[src/rtl/uart_rx.sv]
// UART receiver: 2-flop synchroniser, 16x-style oversampled start detect, mid-bit data/stop sampling.
// Optional even-parity bit between data and stop is enabled by defining UART_RX_PARITY_EN.
module uart_rx #(
  parameter int unsigned DATA_BITS  = 8,
  parameter int unsigned OVERSAMPLE = 16
) (
  input  logic                 clk,
  input  logic                 rst,
  input  logic                 rx_en,
  input  logic                 rx,
  output logic [DATA_BITS-1:0] rx_data,
  output logic                 rx_valid,
  output logic                 rx_frame_err,
  output logic                 rx_parity_err,
  output logic                 rx_busy
);

  localparam int unsigned TICK_W = $clog2(OVERSAMPLE);
  localparam int unsigned BIT_W  = $clog2(DATA_BITS);

  localparam logic [TICK_W-1:0] TICK_MID  = TICK_W'(OVERSAMPLE / 2 - 1);
  localparam logic [TICK_W-1:0] TICK_LAST = TICK_W'(OVERSAMPLE - 1);
  localparam logic [TICK_W-1:0] TICK_ONE  = TICK_W'(1);
  localparam logic [BIT_W-1:0]  BIT_LAST  = BIT_W'(DATA_BITS - 1);
  localparam logic [BIT_W-1:0]  BIT_ONE   = BIT_W'(1);

  localparam logic [2:0] IDLE   = 3'd0;
  localparam logic [2:0] START  = 3'd1;
  localparam logic [2:0] DATA   = 3'd2;
`ifdef UART_RX_PARITY_EN
  localparam logic [2:0] PARITY = 3'd3;
`endif
  localparam logic [2:0] STOP   = 3'd4;
  localparam logic [2:0] BREAK  = 3'd5;

  logic                 rx_meta;
  logic                 rx_s;
  logic [2:0]           state;
  logic [2:0]           state_d;
  logic [TICK_W-1:0]    tick_cnt;
  logic [TICK_W-1:0]    tick_d;
  logic [BIT_W-1:0]     bit_cnt;
  logic [BIT_W-1:0]     bit_d;
  logic [DATA_BITS-1:0] shift_q;
  logic [DATA_BITS-1:0] shift_d;
  logic [DATA_BITS-1:0] data_d;
  logic                 valid_d;
  logic                 ferr_d;
  logic                 perr_d;
`ifdef UART_RX_PARITY_EN
  logic                 parity_q;
  logic                 parity_d;
`endif

  // Metastability guard on the asynchronous line; idles high.
  always_ff @(posedge clk or posedge rst) begin
    if (rst) begin
      rx_meta <= 1'b1;
      rx_s    <= 1'b1;
    end else begin
      rx_meta <= rx;
      rx_s    <= rx_meta;
    end
  end

  // Next-state and output decode; everything holds unless an oversample tick arrives.
  always_comb begin
    state_d = state;
    tick_d  = tick_cnt;
    bit_d   = bit_cnt;
    shift_d = shift_q;
    data_d  = rx_data;
    valid_d = 1'b0;
    ferr_d  = 1'b0;
    perr_d  = 1'b0;
`ifdef UART_RX_PARITY_EN
    parity_d = parity_q;
`endif
    if (rx_en) begin
      case (state)
        IDLE: begin
          if (!rx_s) begin
            state_d = START;
            tick_d  = '0;
          end
        end
        START: begin
          if (tick_cnt == TICK_MID) begin
            tick_d = '0;
            if (!rx_s) begin
              state_d = DATA;
              bit_d   = '0;
            end else begin
              state_d = IDLE;
            end
          end else begin
            tick_d = tick_cnt + TICK_ONE;
          end
        end
        DATA: begin
          if (tick_cnt == TICK_LAST) begin
            tick_d  = '0;
            shift_d = {rx_s, shift_q[DATA_BITS-1:1]};
            if (bit_cnt == BIT_LAST) begin
`ifdef UART_RX_PARITY_EN
              state_d = PARITY;
`else
              state_d = STOP;
`endif
            end else begin
              bit_d = bit_cnt + BIT_ONE;
            end
          end else begin
            tick_d = tick_cnt + TICK_ONE;
          end
        end
`ifdef UART_RX_PARITY_EN
        PARITY: begin
          if (tick_cnt == TICK_LAST) begin
            tick_d   = '0;
            parity_d = rx_s;
            state_d  = STOP;
          end else begin
            tick_d = tick_cnt + TICK_ONE;
          end
        end
`endif
        STOP: begin
          // Leaving at mid stop bit lets a back-to-back start edge be caught.
          if (tick_cnt == TICK_LAST) begin
            tick_d = '0;
            if (rx_s) begin
              data_d  = shift_q;
              valid_d = 1'b1;
`ifdef UART_RX_PARITY_EN
              perr_d  = ^{shift_q, parity_q};
`endif
              state_d = IDLE;
            end else begin
              ferr_d  = 1'b1;
              state_d = BREAK;
            end
          end else begin
            tick_d = tick_cnt + TICK_ONE;
          end
        end
        BREAK: begin
          if (rx_s) begin
            state_d = IDLE;
          end
        end
        default: begin
          state_d = IDLE;
          tick_d  = '0;
        end
      endcase
    end
  end

  // State, counters and registered outputs; pulses self-clear every clock.
  always_ff @(posedge clk or posedge rst) begin
    if (rst) begin
      state         <= IDLE;
      tick_cnt      <= '0;
      bit_cnt       <= '0;
      shift_q       <= '0;
      rx_data       <= '0;
      rx_valid      <= 1'b0;
      rx_frame_err  <= 1'b0;
      rx_parity_err <= 1'b0;
      rx_busy       <= 1'b0;
`ifdef UART_RX_PARITY_EN
      parity_q      <= 1'b0;
`endif
    end else begin
      state         <= state_d;
      tick_cnt      <= tick_d;
      bit_cnt       <= bit_d;
      shift_q       <= shift_d;
      rx_data       <= data_d;
      rx_valid      <= valid_d;
      rx_frame_err  <= ferr_d;
      rx_parity_err <= perr_d;
      rx_busy       <= (state_d != IDLE);
`ifdef UART_RX_PARITY_EN
      parity_q      <= parity_d;
`endif
    end
  end

endmodule

[config.mk]
export PLATFORM = sky130hd
export DESIGN_NAME = uart_rx
export DESIGN_NICKNAME = d
export VERILOG_FILES = /design/src/rtl/uart_rx.sv
export SDC_FILE = /design/constraint.sdc
export NUM_CORES = 1
export LEC_CHECK = 0
export ABC_AREA = 1
export CORE_UTILIZATION = 55
export DETAILED_ROUTE_END_ITERATION = 6
export GPL_TIMING_DRIVEN = 1
export PLACE_DENSITY = 0.81
export RECOVER_POWER = 25
export REMOVE_ABC_BUFFERS = 1
export SLEW_MARGIN = 20
export SYNTH_ARGS = -nofsm -noshare
export SYNTH_HDL_FRONTEND = slang
export SYNTH_SLANG_ARGS = --single-unit
[constraint.sdc]
create_clock -name clk -period 1.7 [get_ports clk]
set_clock_uncertainty 0.05 [all_clocks]
set_input_delay 0.34 -clock clk [delete_from_list [all_inputs] [get_ports clk]]
set_output_delay 0.34 -clock clk [all_outputs]
set_load 0.05 [all_outputs]
* Yosys cells after proc, flatten, opt, wreduce, memory -nomap -nowiden
Index checks and enable logic that the tools add are counted.
** Storage, ports and cells
- Bits of input ports :: 4
- Flip-flop bits (word level) :: 31
- Word-level logic and storage cells :: 60
- Output and inout port bits :: 12
** Operators by class
- $add $sub $neg :: 2
- Reductions and logical operators :: 8
- Equality and inequality tests :: 12
- Mux-type cells :: 27
- Bitwise gates (word level) :: 1
** Operators by type and width (number)
- $mux 3 :: 12
- $pmux 4 s4 :: 1
- $pmux 3 s5 :: 1
- $mux 4 :: 3
- $ne 2x2->1 const B :: 5
- $eq 3x3->1 const B :: 3
- $mux 1 :: 8
- $pmux 3 s2 :: 1
- $reduce_and 3->1 :: 2
- $reduce_and 6->1 :: 1
- $add 4x1->4 const B :: 1
- $eq 4x3->1 const B :: 1
- $eq 4x4->1 const B :: 1
- $reduce_and 4->1 :: 1
- $add 3x1->3 const B :: 1
- $eq 3x1->1 const B :: 1
- $eq 3x2->1 const B :: 1
- $logic_not 3->1 :: 1
- $reduce_bool 3->1 :: 1
- $mux 2 :: 1
- $reduce_bool 2->1 :: 1
- $reduce_or 2->1 :: 1
- $not 1->1 :: 1

* Logic depth before layout (Yosys ltp)
Gate-level depths: netlist of the first run.
- Depth in word-level cells :: 6
- Gate-level depth with buffers :: 8
- Gate-level depth less buffers :: 8

* Worst setup path before layout of the first run
OpenSTA, ideal clock, no wires.
- Kind :: reg2reg
- Start point :: register tick_cnt[1]
- End point :: register rx_data[1]
- Arrival time :: 1224 ps
- Slack :: 306 ps
- Period minus slack after synthesis :: 1394 ps
- Setup time :: 120 ps
- Data required time :: 1530 ps
- Stages on the path, launching flop included :: 8
- Path buffers :: 1
- Cells stage by stage :: dfrtp_1 ha_1 nand3_4 nor2_4 nand3_2 buf_6 nand2_1 o21ai_2
** Between the ends
- Word-level cells in the longest chain between the ends :: 2
** Ends and longest elaborated chain
- start, declared :: line 40 : logic [TICK_W-1:0] tick_cnt;
- start signal, assigned :: line 177 : tick_cnt <= tick_d;
- $eq 4x4->1 :: line 130 : if (tick_cnt == TICK_LAST) begin
- $reduce_and 4->1 (no line)
- end signal, assigned :: line 180 : rx_data <= data_d;
- end, declared :: line 11 : output logic [DATA_BITS-1:0] rx_data,
Every way passes these cells.
A chain may end at the register's enable or synchronous reset.

* Worst setup path after layout of the first run
- Start point :: register tick_cnt[1]
- End point :: register bit_cnt[0]
** Between the ends
- Word-level cells in the longest chain between the ends :: 3
- Elaborated cells on any way between the ends :: 5
- Classes of those cells :: 4 x eq/ne; 1 x reduce/logical
** Ends and longest elaborated chain
- $eq 4x4->1 / $eq 4x3->1 (equally long branches) :: line 101, 88
- $ne 2x2->1 (no line)
- $reduce_and 6->1 (no line) *
- end signal, assigned :: line 178 : bit_cnt <= bit_d;
- end, declared :: line 42 : logic [BIT_W-1:0] bit_cnt;
Mark *: on every way between the ends. The rest lies on a longest branch, timed or not.

==> results.toml, run 1 <==
[power]
internal-power_mw = 1.23
p_switching_mw = 0.474
p_leak_nw = 0.913
combPwrFrac = 0.162
p_per_area_nw_per_um2 = 996
power_frac_seq = 0.492
clkPwrFrac = 0.346
vdd.ir_drop.worst_mv = 0.943
swShare = 0.278

[synth]
yosys.area.top_type_share = 0.491
synth.area.top_cells = "dfrtp_1 (49%), nand2_1 (9.4%), o21ai_2 (5.9%), inv_1 (5.8%), nor2_1 (3.8%)"
ys_ff_latch = 31
synth_area_leader_cell = "dfrtp_1"
synth_edf_count = 0
yosys.area_share.simple = 0.230
synth_compound_area_frac = 0.124
yosys.area_share.adder = 0.0254
syn-cell-area_um2 = 1480
yosysUniqueCellTypes = 22
synth_area_per_cell_um2 = 9.18
synth_ff_type = "dfrtp_1"
yosys_warnings = 0
synth_cells = 161
synth_xor_xnor_area_share = 0
synthTopCellsByCount = "nand2_1 (37), dfrtp_1 (29), inv_1 (23), nor2_1 (15)"
synth-seq-area-share = 0.527
yosysMostFrequentCell = "nand2_1"
synth-async-reset-ratio = 1.00
synth_top_family_by_area = "simple AND/OR/NAND/NOR gates"
synth_mux_area_frac = 0

[run_status]
outcome = "complete, no violations"

[routing]
highest_layer = "met4"
drc = 0
routedWlPerCell_um = 11.2
drt-initial-drc-count = 31
met3_length_um = 90
first_pass_iters = 4
wl_met2_mm = 1.17
wl_mm = 2.38
met1_length_mm = 1.10
via_per_inst = 5.06
drtAntennaViolNets = 0
vias = 1078

[clocking]
cts_tree = "done"
cts_inserted_buffers = 5
insertion_delay_ps = 320
ctsHoldBuffers = 0
cts_root_buffer = "clkbuf_4"
clockBufferDepth = 2
path_clk_slew_ps = 100
htree_num_levels = 2
cts_sinks = 31

[timing]
setup_viol = 0
max_freq_mhz = 640
tightest_slew_ps = 738
period_minus_slack_ps = 1560
fin_crit_sh = 0.919
slew_viol_final = 0
hold_viol = 0
whs_ps = 311
relSlewSlack = 0.508
setup_tns_ps = 0
grt_setup_unrepaired = "no"

[critical_path]
r2r_start = "tick_cnt[1]"
rrSetupSlack_ps = 140
arrival_ps = 1750
reg2reg_to = "bit_cnt[0]"
end_kind = "flop"
start_kind = "flop"
required_ps = 1890
reg2reg_depth = 7
cp_max_fo = 18
crit_type = "flop to flop"

[floorplanning]
ios = 16
dieWidth_um = 53.8
dieArea_um2 = 2900
start_util = 0.591
rows = 18
dieHeight_um = 53.8
core_area_um2 = 2500

[placed_design]
hpwl_mm = 1.76
io_buffers = 14
place_congestion = 0.882
dp.cells = 205

[hold_path]
worstHoldStart = "rx_meta"
min_path_cells = 0
hold_class = "flop to flop"
min_to = "rx_s"

[global_routing]
grt_pass1_wl_mm = 4.09
grt_start_max_net_pins = 32
grt_pass1_vias = 1003
antenna_found_initial = 0
groute.usage.overall = 0.209
grt_overflow_total = 0

[cells_and_area]
nFillCells = 184
layout-drive-gt1-share = 0.235
nets = 189
area_delta_synth_final_pct = 15.8
multiInputGateArea_um2 = 567
finish.utilization = 0.685
n_antenna_cell = 0
instances_no_fill = 213
seq_area_um2 = 778

[job]
cap_violations = 0
==> critical path, stage by stage, from the launching register on <==
cell	delay, ps
dfrtp_1	400
ha_2	250
nand3_4	130
nor2_4	130
inv_2	70
nor2_8	200
nand2_1	80
o21ai_0	170
==> cells in the final DEF (no fill, tap or decap), types with 3 or more instances in the layout <==
cell / instances
dfrtp_1: 29
o21ai_0: 8
nor2_1: 15
buf_4: 13
a21oi_1: 8
o21ai_2: 10
nand3_1: 10
clkbuf_4: 5
inv_1: 23
nand2_1: 37
nand4_1: 3
==> sequential cells by signal, indices dropped and copies added (netlist names) <==
register	count
rx_data	8
shift_q	8
rx_s	1
rx_valid	1
tick_cnt	4
bit_cnt	3
state	3
rx_busy	1
rx_meta	1
rx_frame_err	1
==> layout make-up <==
class,count,share of cell area
sequential,31,0.455
multi-input combinational,102,0.331
timing repair buffer,18,0.0892
inverter,24,0.0526
clock buffer,6,0.0300
tap,30,0.0219
clock inverter,2,0.0205
==> power by group through the flow <==
stage	logic [mW]	registers, mW	clock network (mW)
2_1_floorplan	0.175	0.879	0
3_3_place_gp	0.271	0.850	0
3_5_place_dp	0.281	0.853	0
4_1_cts	0.282	0.838	0.607
5_1_grt	0.317	0.852	0.638
6_report	0.276	0.838	0.590
==> layer usage <==
metal	track usage	up-vias
met5	0	-
met4	0.0833	0
met3	0.0763	5
met2	0.340	20
met1	0.249	500
li1	-	553
==> logic make-up (layout without fill, tap and decap cells) <==
family                   after synthesis  in the layout
adder cells (fa/ha/maj)                3              3
buffers and inverters                 28             50
AO/OA/AOI/OAI                         28             28
flip-flops                            31             31
other                                  1              1
AND/OR/NAND/NOR                       70             70
==> through the flow <==
stage / area [um^2] / worst slack [ps] / total power [mW]
floorplan: 1430 / 258 / 1.05
global route: 1710 / 14.3 / 1.81
global placement: 1640 / 58.6 / 1.12
finish: 1710 / 138 / 1.70
CTS: 1720 / 80.1 / 1.73
detailed placement: 1640 / -52.2 / 1.13
==> how the worst max path moves through the flow <==
stage                           start         end  slack, ps  cells past startpoint
final                     tick_cnt[1]  bit_cnt[0]        140                      7
after global routing      tick_cnt[1]  bit_cnt[0]         10                      8
after CTS                 tick_cnt[1]  bit_cnt[0]         80                      7
after detailed placement        rx_en  bit_cnt[0]        -50                      7
after global placement          rx_en  bit_cnt[0]         60                      7
after floorplan           tick_cnt[1]  rx_data[1]        260                      6
==> what timing repair did <==
action                     in CTS  in global routing
setup endpoints to repair       0                  3
buffers inserted                0                  0
resized for setup               0                  1
(Power assumes the default switching activity.)
==> run 2: changes to the inputs <==
ABC_CLOCK_PERIOD_IN_PS = 1700   (was default)
==> results of run 2 <==
No change in the layout: final DEF, timing and power equal those of run 1.
==> run 3: changes to the inputs <==
CELL_PAD_IN_SITES_DETAIL_PLACEMENT = 1   (was default)
CELL_PAD_IN_SITES_GLOBAL_PLACEMENT = 1   (was default)
CORE_UTILIZATION = 42   (was 55)
PLACE_DENSITY = 0.8   (was 0.81)
==> results.toml, run 3 (synthesized netlist as in run 1, its figures left out) <==
[run_status]
outcome = "complete, no violations"

[critical_path]
cp_top_family = "simple AND/OR/NAND/NOR gates"
r2r_start = "tick_cnt[1]"
cp_common_cell = "nand2_1"
crit_type = "flop to flop"
reg2reg_to = "bit_cnt[0]"
cp_slowest_cell = "dfrtp_1"
crit_chain = "ha_2 > nand2_1 > nor2_2 > nand3_1 > o21ai_2 > nand2_2 > nand2_1 > o21ai_0"
start_kind = "flop"
arrival_ps = 1710
rrSetupSlack_ps = 150
required_ps = 1860
crit_cells = 8
critPathMaxStageDelay_ps = 410
critical_path_buf_inv_count = 0
cp_max_fo = 4
end_kind = "flop"
critPathLaunch = "tick_cnt[1]"
crit_end = "bit_cnt[0]"
reg2reg_depth = 8

[cells_and_area]
layout_common_cells = "nand2_1 (36), dfrtp_1 (29), inv_1 (23)"
layout_commonest_cell = "nand2_1"
seq_area_um2 = 778
finish.utilization = 0.512
layout-drive-gt1-share = 0.250
nets = 190
nFillCells = 426
n_antenna_cell = 0
multiInputGateArea_um2 = 576
reg_top3 = "rx_data: 8 flops, shift_q: 8 flops, tick_cnt: 4 flops"
area_delta_synth_final_pct = 16.5

[power]
p_per_area_nw_per_um2 = 927
finalPower_mw = 1.60
p_leak_nw = 0.908
vdd.ir_drop.worst_mv = 0.531

[global_routing]
antenna_found_initial = 0
grt_pass1_vias = 1059
grt_pass1_wl_mm = 4.89
grt_start_max_net_pins = 32
groute.usage.overall = 0.183
grt_overflow_total = 0

[timing]
relSlewSlack = 0.498
setup_viol = 0
max_freq_mhz = 644
tightest_slew_ps = 753
hold_viol = 0
fin_crit_sh = 0.914
period_minus_slack_ps = 1550
grt_setup_unrepaired = "no"
slew_viol_final = 0

[floorplanning]
dieArea_um2 = 3760
ios = 16
core_area_um2 = 3360
start_util = 0.439
dieWidth_um = 61.3
rows = 21
dieHeight_um = 61.3

[placed_design]
hpwl_mm = 2.20
io_buffers = 14
place_congestion = 0.749

[clocking]
insertion_delay_ps = 330
clockBufferDepth = 2
path_clk_slew_ps = 90
ctsHoldBuffers = 0
cts_inserted_buffers = 5
cts_tree = "done"
htree_num_levels = 2
cts_sinks = 31
cts_root_buffer = "clkbuf_4"

[routing]
drc = 0
first_pass_iters = 3
routedWlPerCell_um = 12.7
drtAntennaViolNets = 0
vias = 1111
via_per_inst = 4.83
wl_mm = 2.93
drt-initial-drc-count = 41

[job]
cap_violations = 0

[hold_path]
hold_class = "flop to flop"
[run 3: where the power goes]
part           switching [mW]  internal [mW]
Clock                   0.251          0.200
Sequential             0.0477          0.793
Combinational           0.200          0.104
[run 3: area by class of cell]
type,count,share of cell area
timing repair buffer,19,0.0930
clock inverter,1,0.00291
multi-input combinational,102,0.334
inverter,24,0.0523
tap,46,0.0334
sequential,31,0.452
clock buffer,7,0.0320
[run 3: worst min-delay path by stage]
stage	start	endpoint	slack (ps)	cells after the start
finish	rx_meta	rx_s	310	0
global route	rx_meta	rx_s	320	0
CTS	rst	rx_data[0]	300	3
detailed placement	rx_meta	rx_s	300	0
global placement	rx_meta	rx_s	300	0
floorplan	rx	rx_meta	290	0
[run 3: worst register-to-register path: cells and delay by family (launching register included)]
kind / cells / cell delay [ps]
fa+ha+maj: 1 / 240
simple gates: 5 / 550
compound gates: 2 / 200
flops: 1 / 410
[run 3: per-stage QoR]
step	area, um^2	setup WS (ps)	hold WS, ps	setup TNS (ps)	std cells
final	1720	147	314	0	230
after global routing	1720	14.6	320	0	230
after CTS	1710	52.5	304	0	228
after detailed placement	1650	-63.0	302	-132	220
after global placement	1650	14.8	298	0	220
after floorplan	1430	258	294	0	157
[run 3: timing repair]
| item | CTS | global route |
|---|---|---|
| resized for setup | 0 | 4 |
| buffers inserted | 0 | 2 |
| setup endpoints to repair | 0 | 5 |
[run 3: metal layers]
| layer | GRT usage | share of wire |
|---|---|---|
| met1 | 0.241 | 0.46 |
| met2 | 0.283 | 0.48 |
| met3 | 0.0630 | 0.038 |
| met4 | 0.0584 | 0.020 |
| met5 | 0 | 0 |
==> RTL change (settings of run 2) <==
`shift_q` no longer has a reset.
--- a/src/rtl/uart_rx.sv
+++ b/src/rtl/uart_rx.sv
@@ -165,3 +165,2 @@
       bit_cnt       <= '0;
-      shift_q       <= '0;
       rx_data       <= '0;
@@ -178,3 +177,2 @@
       bit_cnt       <= bit_d;
-      shift_q       <= shift_d;
       rx_data       <= data_d;
@@ -190,2 +188,6 @@
 
+  always_ff @(posedge clk) begin
+    shift_q <= shift_d;
+  end
+
 endmodule
Check against the original RTL: no difference found for any inputs over 10 cycles, from zero or initial values and one cycle with rst high; that may be too few to reach the edited logic, so the function may still have changed.
==> RTL change against run 2 <==
Power fell by 5.9%; utilization rose by 2.9 points; area after synthesis shrank 5.8%; setup slack gained 8.7 ps; via count down 2.7%; final area shrank 4.2%; sequential cell count unchanged; routed wire length is 8.6% higher; critical path type unchanged; largest cell class unchanged; largest power group unchanged.
==> RTL change: results <==
[logic_synthesis]
synth_compound_area_share_pct = 3.95
synth_cell_types = 26
ys_top_cells_by_count = "nand2_1 (53), dfrtp_1 (21), nor2_1 (12)"
ys_seq_area_share_pct = 58.8
synth_edf_count = 8
yosysWarnings = 0
synth_area_leaders = "dfrtp_1 (38%), edfxtp_1 (17%), nand2_1 (14%), dfstp_2 (3.8%), nor2_1 (3.2%)"
synth_xor_area_share_pct = 1.26
synthArstFlopShare_pct = 74.2
syn_area_per_cell_um2 = 9.28
synth_fa_ha_area_share_pct = 2.70

[status]
status = "finished, final reports clean"

[detailed_routing]
wl_per_cell_um = 12.7
first_pass_iters = 4
avgViaCountPerCell = 5.14
drtIter0Drc = 33

[final_layout]
layout.nets = 182
register_area_um2 = 818
layout.cells.non_filler = 204
drive_gt1_share_pct = 22.2
fill_cells = 179

[place]
dp_worst_setup_slack_ps = 30.0
gp_congestion = 0.907
hpwl_um = 1890
placed_cells = 196

[critical_path]
crit_arrival_ps = 1550
r2r_end = "shift_q[6]$_DFFE_PP_"
cp_max_fo = 8
r2r_cells = 6
cp-startpoint = "tick_cnt[0]$_DFFE_PP0P_"
critPathMaxStageDelay_ps = 440
crit_family = "flip-flops"
end_kind = "flop"

[sta]
hold_ws_ps = 311
tightest_slew_ps = 573
final.period_utilization_pct = 91.4
hold_violations = 0

[worst_hold_path]
min-delay-start = "rx_meta$_DFF_PP1_"
hold_path_end = "rx_s$_DFF_PP1_"
hold_path_depth = 0

[power]
p_leak_nw = 0.836
irDropWorstVdd_mv = 0.700

[grt]
grt_max_degree = 24
grt_pass1_vias = 1070
grt_pass1_wl_um = 4600
grtUsageTotal_pct = 23.9

[clocking]
clk_pin_slew_ps = 90
postCtsSetupRepairBufs = 0
[RTL change: cell types whose count changed after synthesis, sizes merged, moves of 4 or more]
cell    delta
o21ai     -13
nand2     +16
dfrtp      -8
edfxtp     +8
inv       -10
nor3       +4
nor2       -5
[RTL change: report_power, final]
group | total, W | leakage, nW | switching (W) | internal (W)
logic | 0.000336 | 0.426 | 0.000223 | 0.000113
registers | 0.000868 | 0.381 | 0.0000575 | 0.000810
clock network | 0.000400 | 0.0293 | 0.000239 | 0.000161
total | 0.00160 | 0.836 | 0.000519 | 0.00108
[RTL change: routing by layer]
layer	vias to the layer above	share of wire (%)	track usage [%]	wire length (µm)
li1	536	-	-	-
met1	486	44	28.1	1140
met2	21	50	40.1	1290
met3	6	4.2	7.83	108
met4	0	1.8	9.21	46
met5	-	0	0	0
[RTL change: cell type report]
cell class                 count  area share [%]
multi-input combinational    102            31.7
timing repair buffer          21            9.92
tap                           28            2.14
inverter                      14            3.36
sequential                    31            49.9
clock buffer                   7            2.75
clock inverter                 1           0.305
